--- config.mk ---
export PLATFORM = sky130hd
export DESIGN_NAME = ifetch_unit
export DESIGN_NICKNAME = d
export VERILOG_FILES = /design/src/rtl/ifetch_unit.sv
export SDC_FILE = /design/constraint.sdc
export NUM_CORES = 1
export LEC_CHECK = 0
export ABC_AREA = 1
export BUFFER_PORTS_ARGS = -buffer_cell sky130_fd_sc_hd__buf_2
export CORE_ASPECT_RATIO = 1.2
export CORE_MARGIN = 8
export CORE_UTILIZATION = 40
export CTS_BUF_LIST = sky130_fd_sc_hd__clkbuf_2
export DETAILED_ROUTE_END_ITERATION = 7
export GPL_TIMING_DRIVEN = 0
export PLACE_DENSITY = 0.74
export SETUP_SLACK_MARGIN = 0.5
export SLEW_MARGIN = 20
export SYNTH_ARGS = -nofsm -noshare
export SYNTH_HDL_FRONTEND = slang
export SYNTH_SLANG_ARGS = --single-unit
--- constraint.sdc ---
create_clock -name clk -period 11.15 [get_ports clk]
set_clock_uncertainty 0.2 [all_clocks]
set_input_delay 1.6725 -clock clk [delete_from_list [all_inputs] [get_ports clk]]
set_output_delay 1.6725 -clock clk [all_outputs]
set_load 0.02 [all_outputs]
--- src/rtl/ifetch_unit.sv ---
// Instruction fetch front end: program counter, imem addressing and a small
// instruction queue toward decode. Optional misaligned-redirect trap: IFETCH_MISALIGN_TRAP_EN.
module ifetch_unit #(
    parameter int unsigned       WIDTH    = 32,
    parameter int unsigned       QDEPTH   = 2,
    parameter logic [WIDTH-1:0]  RESET_PC = '0
) (
    input  logic             clk,
    input  logic             rst_n,
    output logic [WIDTH-3:0] imem_add,
    input  logic [WIDTH-1:0] imem_data,
    output logic             out_valid,
    input  logic             out_ready,
    output logic [WIDTH-1:0] out_instr,
    output logic [WIDTH-1:0] out_pc,
    input  logic             redirect_valid,
    input  logic [WIDTH-1:0] redirect_pc,
    output logic             fetch_fault
);

    localparam int unsigned PTR_W = (QDEPTH > 1) ? $clog2(QDEPTH) : 1;
    localparam int unsigned CNT_W = $clog2(QDEPTH + 1);
    localparam logic [CNT_W-1:0] FULL = CNT_W'(QDEPTH);

    typedef enum logic [1:0] {
        BOOT = 2'd0,
        RUN  = 2'd1
`ifdef IFETCH_MISALIGN_TRAP_EN
        ,
        HALT = 2'd2
`endif
    } state_t;

    state_t state_q, state_d;

    logic [CNT_W-1:0] count_q;
    logic [PTR_W-1:0] head_q, tail_q;
    logic [WIDTH-3:0] q_pc    [QDEPTH];
    logic [WIDTH-1:0] q_instr [QDEPTH];

    logic push, pop, misalign;

`ifdef IFETCH_MISALIGN_TRAP_EN
    logic fault_q;
    assign misalign    = |redirect_pc[1:0];
    assign fetch_fault = fault_q;
`else
    // Low target bits are simply truncated in this build.
    logic misalign_bits_unused;
    assign misalign_bits_unused = |redirect_pc[1:0];
    assign misalign    = 1'b0;
    assign fetch_fault = 1'b0;
`endif

    assign out_valid = (count_q != '0);
    assign pop       = out_valid & out_ready;
    assign out_instr = out_valid ? q_instr[head_q] : '0;
    assign out_pc    = out_valid ? {q_pc[head_q], 2'b00} : '0;

    // NOTE: every always_comb output gets a default first so no latch is inferred.
    always_comb begin
        state_d = state_q;
        push    = 1'b0;
        case (state_q)
            BOOT:    state_d = RUN;
            RUN:     push    = (count_q != FULL) || pop;
            default: state_d = state_q;
        endcase
        // A redirect wins over everything, including a push in the same cycle.
        if (redirect_valid) begin
            push = 1'b0;
`ifdef IFETCH_MISALIGN_TRAP_EN
            state_d = misalign ? HALT : RUN;
`else
            state_d = RUN;
`endif
        end
    end

    // NOTE: sequential state uses non-blocking assignments only.
    always_ff @(posedge clk or negedge rst_n) begin
        if (!rst_n) begin
            state_q  <= BOOT;
            count_q  <= '0;
            head_q   <= '0;
            tail_q   <= '0;
            imem_add <= RESET_PC[WIDTH-1:2];
        end else begin
            state_q <= state_d;
            if (redirect_valid) begin
                count_q <= '0;
                head_q  <= '0;
                tail_q  <= '0;
                if (!misalign)
                    imem_add <= redirect_pc[WIDTH-1:2];
            end else begin
                if (push) begin
                    tail_q   <= tail_q + PTR_W'(1);
                    imem_add <= imem_add + (WIDTH-2)'(1);
                end
                if (pop)
                    head_q <= head_q + PTR_W'(1);
                case ({push, pop})
                    2'b10:   count_q <= count_q + CNT_W'(1);
                    2'b01:   count_q <= count_q - CNT_W'(1);
                    default: count_q <= count_q;
                endcase
            end
        end
    end

`ifdef IFETCH_MISALIGN_TRAP_EN
    always_ff @(posedge clk or negedge rst_n) begin
        if (!rst_n)
            fault_q <= 1'b0;
        else if (redirect_valid)
            fault_q <= misalign;
    end
`endif

    // NOTE: queue storage has no reset; entries are only read once count marks them valid.
    always_ff @(posedge clk) begin
        if (push) begin
            q_pc[tail_q]    <= imem_add;
            q_instr[tail_q] <= imem_data;
        end
    end

endmodule

==> metrics, run 1 <==
share of post-route cells with drive strength above 1=0.2561; fmax=around 230 MHz; Worst R2R Path Depth=6; Hold EP=q_pc[1][29]$_DFFE_PP_; Reg clk slew, reported paths=roughly 240 ps; ys async rst share=0.2201; Hold Crit Class=reg2reg; startpoint types=flop; die width=137.2 µm; Initial DRT Pass Iterations=6; top cell type by total area after synthesis=edfxtp_1; Post-DP HPWL=13850 µm; status=finished clean; worst flop-to-flop path endpoint=q_instr[0][19]$_DFFE_PP_; sequential area share after synthesis=0.6520; final max-slew violation count=0; Post-synth EDFFs=approximately 120; slew margin rel.=0.4498; CTS tree=built; RSZ-0062 raised after global routing=false; drt drc=0; first-pass GRT wire length=a little under 30000 µm; Overflow after GRT=0; antenna-violating nets left=0; Final Hold Fails=0; cts-stage hold buffer count=0; CP required=about 9300 ps; Clock Sinks=about 160; post-CTS setup buffers=0; Post-synth top cells=274 x nand2_1, 124 x edfxtp_1, 64 x a21oi_1; # nets final=~960; Initial Util=0.4060; DRT Wirelength=between 15000 and 20000 µm; min-delay src=imem_add[29]$_DFFE_PN0P_; depth of the CTS H-tree=4; vias in the first global route=~5600; Synth Instances=710; fin area=between 0.008 and 0.009 mm²; port buffer count=roughly 160; Layout area overhead=20.08%; Cell Area, Synth=around 0.007 mm²; Yosys Warn Count=0; Critical Path Fanout Max=10; # rows=53; Total GRT Usage=0.1711; clk buf depth=2; Max Cap Viol=0; VDD IR-drop max=between 60 and 70 µV; TritonCTS Buffers=17; DR vias=between 5000 and 6000; DP Area=about 0.0082 mm²; share of the synthesized area in the top cell type=0.5278; Die H=161.5 µm; largest net degree at the start of global routing=36; register bit total from synthesis=approximately 160; most numerous cell in the Yosys netlist=nand2_1; r2r setup slk=9040 ps; Tcrit/Tclk final=0.3848; Hold Crit Depth=0; Core Area=0.01737 mm²; RD Place Congestion=a little under 0.9; reg-to-reg startpoint=count_q[0]$_DFFE_PN0P_; PD cells=between 150 and 200 mW/mm²; CTS root buf=clkbuf_2; drt wl/cell=between 15 and 20 µm; CP Capture Type=output port; DR iter-0 viols=between 200 and 300; worst slew pin tran=~830 ps; Netlist cell types=32; setup violators final=0; Top FF cell, synth=edfxtp_1; DIE AREA=between 0.02 and 0.025 mm²; io pins=around 160; post-CTS sizing=0; final setup TNS=0 ps; Critical Path AT=~2400 ps; Tmin final=about 4300 ps; Synth area leaders=edfxtp_1 53%, nand2_1 15%, dfrtp_1 12%, a21oi_1 4.5%, nand3_1 2.7%; critical setup path kind=reg2out; syn_area_per_cell=roughly 9.9 µm²; latest clock arrival within the worst-skew pair=about 710 ps; Leakage=between 3 and 4 nW; initial antenna violation count=1; Via density=4.901
==> routing by layer <==
| layer | part of all wire | GRT usage | routed length, µm | vias up |
|---|---|---|---|---|
| li1 | - | - | - | 2729 |
| met1 | 0.40 | 0.1960 | 7511 | 2580 |
| met2 | 0.51 | 0.2973 | 9632 | 180 |
| met3 | 0.059 | 0.03636 | 1098 | 34 |
| met4 | 0.027 | 0.07719 | 498 | 0 |
| met5 | 0 | 0 | 0 | - |
==> worst max-delay path: stages, from the launching register on <==
cell and delay [ps]:
dfrtp_1 510, nor2_4 380, clkbuf_1 520, a21oi_1 90, buf_2 190
==> layout make-up <==
type | count | area, µm²
Timing Repair Buffer | 162 | 870.8
Inverter | 37 | 138.9
Tap cell | 220 | 275.3
Antenna cell | 1 | 2.502
Sequential cell | 159 | 4599
Clock buffer | 17 | 85.08
Multi-Input combinational cell | 485 | 2177
Fill cell | 1633 | 8904
Clock inverter | 15 | 160.2
Buffer | 31 | 161.4
==> placed cells by master (no fill, tap or decap), drive strengths merged <==
master,count
a21oi,64
a31oi,1
buf,176
bufinv,2
clkbuf,34
clkinv,5
clkinvlp,2
conb,4
dfrtp,35
diode,1
edfxtp,124
ha,1
inv,43
nand2,280
nand3,40
nand4,2
nor2,57
nor3,1
o211ai,5
o21ai,11
o21bai,4
o221ai,1
o22a,1
or2,1
xnor2,2
xor2,10
==> sequential cells by signal (all words and copies together) (netlist names) <==
register,flops
tail_q,1
state_q,1
count_q,2
q_pc,60
q_instr,64
imem_add,30
head_q,1
==> metrics by stage <==
stage | worst slack (ps) | power (W) | instances | util | hold slack (ps)
floorplan | 5801 | 0.001103 | 712 | - | 323.7
global placement | 4092 | 0.001330 | 1090 | 0.4678 | 334.1
detailed placement | 7579 | 0.001341 | 1094 | 0.4733 | 363.6
CTS | 6682 | 0.001661 | 1126 | 0.4874 | 430.0
global route | 6518 | 0.001736 | 1127 | 0.4875 | 453.2
finish | 6859 | 0.001639 | 1127 | 0.4875 | 444.6
==> where the power goes <==
group	internal (W)	leakage (nW)	switching [W]
Combinational	0.000165	1.89	0.000409
Sequential	0.000696	1.57	0.0000479
Clock	0.000107	0.147	0.000214
==> cells by family (layout without fill, tap and decap cells) <==
group,after synthesis,after routing,share of synthesized area
AOI/OAI and AO/OA,87,87,0.06669
xor gates and xnor gates,12,12,0.01490
adders and majority gates,1,1,0.001773
buffers and inverters,68,262,0.04257
DFF,159,159,0.6520
other,2,5,0.001065
and+or+nand+nor,381,381,0.2210
==> worst max path at each step <==
stage	from	cells past startpoint	end	slack [ps]
2_1_floorplan	redirect_valid	4	q_instr[0][0]$_DFFE_PP_	5800
3_3_place_gp	redirect_valid	5	q_instr[0][21]$_DFFE_PP_	4090
3_5_place_dp	count_q[1]$_DFFE_PN0P_	4	out_instr[26]	7580
4_1_cts	count_q[1]$_DFFE_PN0P_	4	out_instr[26]	6680
5_1_grt	head_q$_DFFE_PN0P_	5	out_pc[22]	6520
6_report	count_q[1]$_DFFE_PN0P_	4	out_instr[24]	6860
No activity file was read; power rests on OpenSTA's default activity.
==> run 2: changes to the inputs <==
==> constraint.sdc (replaced) <==
create_clock -name clk -period 4.3 [get_ports clk]
set_clock_uncertainty 0.2 [all_clocks]
set_input_delay 0.645 -clock clk [delete_from_list [all_inputs] [get_ports clk]]
set_output_delay 0.645 -clock clk [all_outputs]
set_load 0.02 [all_outputs]
==> run 2 against run 1 <==
Worst setup slack lost 5800 ps. First-iteration DRC count is 38% higher. Final area grew 7.7%. Non-clock buffer count increased by 66. Power rose to 2.6 times the previous value. Hold slack got worse by 160 ps. Clock power grew to 2.5 times the previous value. Sequential cell count unchanged. Largest cell class unchanged. Register-to-register slack lost 7200 ps. Critical path type unchanged. Final cell count is 5.9% higher. Routed wire length is 4.2% higher. Global-route usage increased by 1.0 points. Largest power group unchanged.
==> metrics, run 2 (synthesized netlist as in run 1, its figures left out) <==
status=finished clean; reg-to-reg startpoint=count_q[0]$_DFFE_PN0P_; Final Util=0.5251 (+0.03752); first-pass GRT wire length=30710 µm (+5.8%); largest net degree at the start of global routing=36 (unchanged); VDD IR-drop max=176.1 µV (+170%); placed insts=1094 (unchanged); switching pwr=0.001736 W (+160%); Total GRT Usage=0.1812 (+0.01010); # nets final=1028 (+6.9%); Non-Filler Instances=1193 (+5.9%); final setup TNS=0 ps (unchanged); Worst R2R Path Depth=7 (+1); latest clock arrival within the worst-skew pair=750 ps (+40 ps); Int Pwr=0.002540 W (+160%); Critical Path Fanout Max=10 (unchanged); share of post-route cells with drive strength above 1=0.2356 (-0.02047); io pins=164 (unchanged); die width=137.2 µm (unchanged); Hold Crit Class=in2async; max FFs per register=64 (unchanged); Post-DP HPWL=13640 µm (-1.5%); Clock Sinks=159 (unchanged); Final Hold Fails=0 (unchanged); post-CTS sizing=0 (unchanged); port buffer count=158 (unchanged); antenna-violating nets left=0 (unchanged); DRT Wirelength=19520 µm (+4.2%); Tmin final=around 3300 ps; RSZ-0062 raised after global routing=false; clk buf depth=2 (unchanged); most frequent cells in the layout=274 x nand2_1, 161 x buf_2, 124 x edfxtp_1; register share of total power=0.451 (-0.003); RD Place Congestion=0.8608 (-1.9%); drt drc=0 (unchanged); worst slew pin tran=796.1 ps (-29.21 ps); Overflow after GRT=0 (unchanged); CTS root buf=clkbuf_2; Fin Hold WS=287.0 ps (-157.6 ps); largest registers=q_instr (64), q_pc (60), imem_add (30); fmax=between 300 and 400 MHz; Initial Util=0.4060 (unchanged); setup violators final=0 (unchanged); TritonCTS Buffers=17 (unchanged); DIE AREA=0.02216 mm² (unchanged); final max-slew violation count=0 (unchanged); Critical Path AT=2440 ps (+20 ps); Biggest register=q_instr; clock power share=0.188 (-0.008); CTS tree=built; Tcrit/Tclk final=0.7638; startpoint types=flop; Core Area=0.01737 mm² (unchanged); DP Area=0.008230 mm² (about the same); Via density=4.841 (-1.2%); switch share=0.4060 (-0.003607); # rows=53 (unchanged); slew margin rel.=0.4693 (+0.01948); Die H=161.5 µm (unchanged); initial antenna violation count=1 (unchanged); CP Capture Type=output port; DR vias=5775 (+4.6%); Max Cap Viol=0 (unchanged); delay-heaviest family, CP=buffers and inverters; vias in the first global route=5841 (+4.5%); CP max stage delay=530 ps (about the same); CP required=3450 ps (-5830 ps); most common cell after layout, fill and taps aside=nand2_1; worst flop-to-flop path endpoint=q_instr[1][24]$_DFFE_PP_; critical path's slowest cell=clkbuf_1; Leakage=3.871 nW (+7.4%); CP Buf/Inv Count=2 (unchanged); drt wl/cell=16.36 µm (-1.6%); power share of the combinational group=0.361 (+0.011); Fillers=1580 (-3.2%); Reg clk slew, reported paths=250 ps (about the same); critical-path cell list=nor2_4 -> clkbuf_1 -> a21oi_1 -> buf_2; fin area=0.009123 mm² (+7.7%); r2r setup slk=1820 ps (-7220 ps); Layout area overhead=29.32%; critical setup path kind=reg2out; Initial DRT Pass Iterations=5 (-1); depth of the CTS H-tree=4 (unchanged); PD cells=468.6 mW/mm² (+140%); DR iter-0 viols=369 (+38%)
==> run 2: cell count changes in the layout (fill, tap and decap cells not counted), sizes merged <==
cell	before	now
inv	43	40
dlygate4sd3	0	66
clkbuf	34	35
clkinv	5	7
==> run 2: worst max-delay path by stage <==
stage | start | end | slack (ps) | cells after the start
floorplan | redirect_valid | q_instr[0][0]$_DFFE_PP_ | 1040 | 4
global placement | redirect_valid | q_instr[1][22]$_DFFE_PP_ | -120 | 5
detailed placement | redirect_valid | q_instr[1][27]$_DFFE_PP_ | 1490 | 7
CTS | count_q[0]$_DFFE_PN0P_ | out_instr[29] | 850 | 4
global route | head_q$_DFFE_PN0P_ | out_pc[22] | 740 | 5
finish | count_q[0]$_DFFE_PN0P_ | out_instr[29] | 1020 | 4
==> run 2: cell type report <==
cell class | count | area (µm²) | area share
sequential | 159 | 4599 | 0.5042
multi-input combinational | 485 | 2177 | 0.2387
timing repair buffer | 228 | 1539 | 0.1687
tap | 220 | 275.3 | 0.03017
buffer | 31 | 161.4 | 0.01769
clock inverter | 14 | 138.9 | 0.01522
inverter | 37 | 138.9 | 0.01522
clock buffer | 18 | 90.09 | 0.009875
antenna | 1 | 2.502 | 0.0002743
==> run 2: power groups by stage <==
stage,combinational [W],clock (W),sequential (W)
5_1_grt,0.00169,0.000888,0.00194
2_1_floorplan,0.000885,0,0.00197
3_3_place_gp,0.00148,0,0.00196
4_1_cts,0.00156,0.000828,0.00193
3_5_place_dp,0.00151,0,0.00196
6_report,0.00154,0.000804,0.00193
==> run 2: through the flow <==
stage | total power (W) | setup slack, ps
floorplan | 0.002857 | 1037
global placement | 0.003440 | -116.3
detailed placement | 0.003468 | 1492
CTS | 0.004315 | 846.4
global route | 0.004527 | 735.1
finish | 0.004275 | 1016
==> run 2: per-layer routing <==
layer	vias to the layer above	share of wire	global-route usage
met4	0	0.020	0.07125
met5	-	0	0
met2	152	0.51	0.3142
met1	2743	0.41	0.2116
met3	28	0.051	0.03978
li1	2852	-	-
==> run 2: worst reg2reg max path: cells and delay by family (launching register included) <==
| kind | cells | cell delay [ps] |
|---|---|---|
| buffers and inverters | 4 | 750 |
| and+or+nand+nor | 3 | 750 |
| DFF | 1 | 500 |
==> run 2: what timing repair did <==
action,CTS,global route
hold buffers,66,0
buffers inserted,0,0
endpoints found under the hold margin,132,0
setup endpoints to repair,0,0
==> run 3: changes to the inputs <==
==> constraint.sdc (replaced) <==
create_clock -name clk -period 3.3 [get_ports clk]
set_clock_uncertainty 0.2 [all_clocks]
set_input_delay 0.495 -clock clk [delete_from_list [all_inputs] [get_ports clk]]
set_output_delay 0.495 -clock clk [all_outputs]
set_load 0.02 [all_outputs]
==> run 3 against run 2 <==
Hold slack worse by 110 ps. Die area stayed put. Routed wire length grew 2.3%. Critical path depth rose by 1. Register-to-register slack lost 1100 ps. Critical path type unchanged. Sequential cell count unchanged. Final cell count grew 1.7%. Final area up 4.7%. Core utilization up 2.5 points. Via count up 1.3%. Worst setup slack worse by 380 ps. Sequential share of layout area down 2.2 points. Highest routed layer unchanged.
==> metrics, run 3 (synthesized netlist as in run 1, its figures left out) <==
die width=137.2 µm (unchanged); Critical Path AT=1960 ps (-480 ps); initial antenna violation count=1 (unchanged); Max Cap Viol=0 (unchanged); CP required=2600 ps (-850 ps); Tcrit/Tclk final=0.8059; port buffer count=158 (unchanged); Biggest register=q_instr; most frequent cells in the layout=274 x nand2_1, 124 x edfxtp_1, 122 x buf_2; Die H=161.5 µm (unchanged); final max-slew violation count=0 (unchanged); DRT Wirelength=19970 µm (+2.3%); drt drc=0 (unchanged); reg-to-reg startpoint=count_q[0]$_DFFE_PN0P_; Layout area overhead=35.37%; DP Worst Slack=862.6 ps (-629.1 ps); status=finished clean; setup violators final=0 (unchanged); VDD IR-drop max=225.4 µV (+28%); worst slew pin tran=855.0 ps (+58.91 ps); worst flop-to-flop path endpoint=head_q$_DFFE_PN0P_; PD cells=618.0 mW/mm² (+32%); antenna-violating nets left=0 (unchanged); fmax=about 380 MHz; RD Place Congestion=0.8632 (+0.28%); Worst R2R Path Depth=8 (+1); Fin Hold WS=174.3 ps (-112.7 ps); DR iter-0 viols=330 (-11%); largest net degree at the start of global routing=36 (unchanged); critical-path cell list=nor2_4 -> buf_4 -> buf_2 -> a21oi_1 -> buf_4; depth of the CTS H-tree=4 (unchanged); drt wl/cell=16.46 µm (+0.60%); Via density=4.824 (-0.35%); latest clock arrival within the worst-skew pair=720 ps (-30 ps); Most common cell on crit path=buf_4; CTS tree=built; share of post-route cells with drive strength above 1=0.2702 (+0.03456); CP Buf/Inv Count=3 (+1); # rows=53 (unchanged); io pins=164 (unchanged); slew margin rel.=0.4300 (-0.03928); Critical Path Fanout Max=10 (unchanged); Leakage=4.040 nW (+4.4%); RSZ-0062 raised after global routing=true; Non-Filler Instances=1213 (+1.7%); CP Capture Type=output port; DR vias=5851 (+1.3%); Reg clk slew, reported paths=240 ps (about the same); Overflow after GRT=0 (unchanged); critical setup path kind=reg2out; DIE AREA=0.02216 mm² (unchanged); DP Area=0.008250 mm² (+0.24%); Core Area=0.01737 mm² (unchanged); Hold Crit Class=in2async; Initial DRT Pass Iterations=7 (+2); r2r setup slk=770 ps (-1050 ps); vias in the first global route=5952 (+1.9%); Total GRT Usage=0.1818 (+0.0006269); Clock Sinks=159 (unchanged); first-pass GRT wire length=30790 µm (+0.27%); max FFs per register=64 (unchanged); CP max stage delay=500 ps (-30 ps); TritonCTS Buffers=17 (unchanged); most common cell after layout, fill and taps aside=nand2_1; fin area=0.009549 mm² (+4.7%); critical path's slowest cell=dfrtp_2; # nets final=1048 (+1.9%); CTS root buf=clkbuf_2; Post-DP HPWL=13860 µm (+1.6%); placed insts=1095 (+0.091%); clk buf depth=2 (unchanged); Final WS setup=640.6 ps (-375.1 ps); largest registers=q_instr (64), q_pc (60), imem_add (30); Initial Util=0.4060 (unchanged); Final Hold Fails=0 (unchanged); Tmin final=roughly 2700 ps; startpoint types=flop; final setup TNS=0 ps (unchanged); delay-heaviest family, CP=buffers and inverters
[run 3: cell types whose count changed in the layout (fill, tap and decap cells not counted), sizes merged]
cell / previous run / this run
dlygate4sd3: 66 / 77
clkinv: 7 / 8
buf: 176 / 193
clkinvlp: 2 / 3
clkbuf: 35 / 27
inv: 40 / 38
[run 3: where the power goes]
part | internal, W | switching [W]
Clock | 0.000347 | 0.000687
Sequential | 0.00235 | 0.000164
Combinational | 0.000888 | 0.00146
[run 3: routing by layer]
metal / track usage / routed length [µm] / vias to the layer above / part of all wire
met2: 0.3213 / 10550 / 182 / 0.53
li1: - / - / 2896 / -
met3: 0.03947 / 1115 / 25 / 0.056
met1: 0.2058 / 7885 / 2748 / 0.39
met5: 0 / 0 / - / 0
met4: 0.07521 / 418 / 0 / 0.021
[run 3: cell type report]
cell class | instances | area, µm²
clock buffers | 18 | 90.09
plain buffers | 31 | 260.3
fillers | 1488 | 7825
clock inverters | 14 | 140.1
flip-flops and latches | 159 | 4603
well taps | 220 | 275.3
inverters | 37 | 143.9
multi-input cells | 485 | 2203
diodes | 1 | 2.502
repair buffers | 248 | 1831
[run 3: how the worst max path moves through the flow]
stage                                 from                 endpoint  cells past startpoint
floorplan                   redirect_valid  q_instr[0][0]$_DFFE_PP_                      4
global placement            redirect_valid    q_pc[0][23]$_DFFE_PP_                      5
detailed placement  count_q[0]$_DFFE_PN0P_            out_instr[29]                      4
CTS                     head_q$_DFFE_PN0P_            out_instr[29]                      5
global route            head_q$_DFFE_PN0P_             out_instr[2]                      5
finish              count_q[0]$_DFFE_PN0P_               out_pc[17]                      5
[run 3: stage by stage]
stage | total power (W) | util
after floorplan | 0.003723 | -
after global placement | 0.004486 | 0.4687
after detailed placement | 0.004540 | 0.4749
after CTS | 0.005786 | 0.5395
after global routing | 0.006219 | 0.5496
final | 0.005902 | 0.5496
[run 3: timing repair]
action / 4_1_cts / 5_1_grt
buffers inserted: 5 / 2
cloned: 0 / 1
setup endpoints to repair: 61 / 59
pin swaps: 1 / 0
gates resized for setup: 40 / 76
hold buffers: 77 / 0
endpoints found under the hold margin: 132 / 0
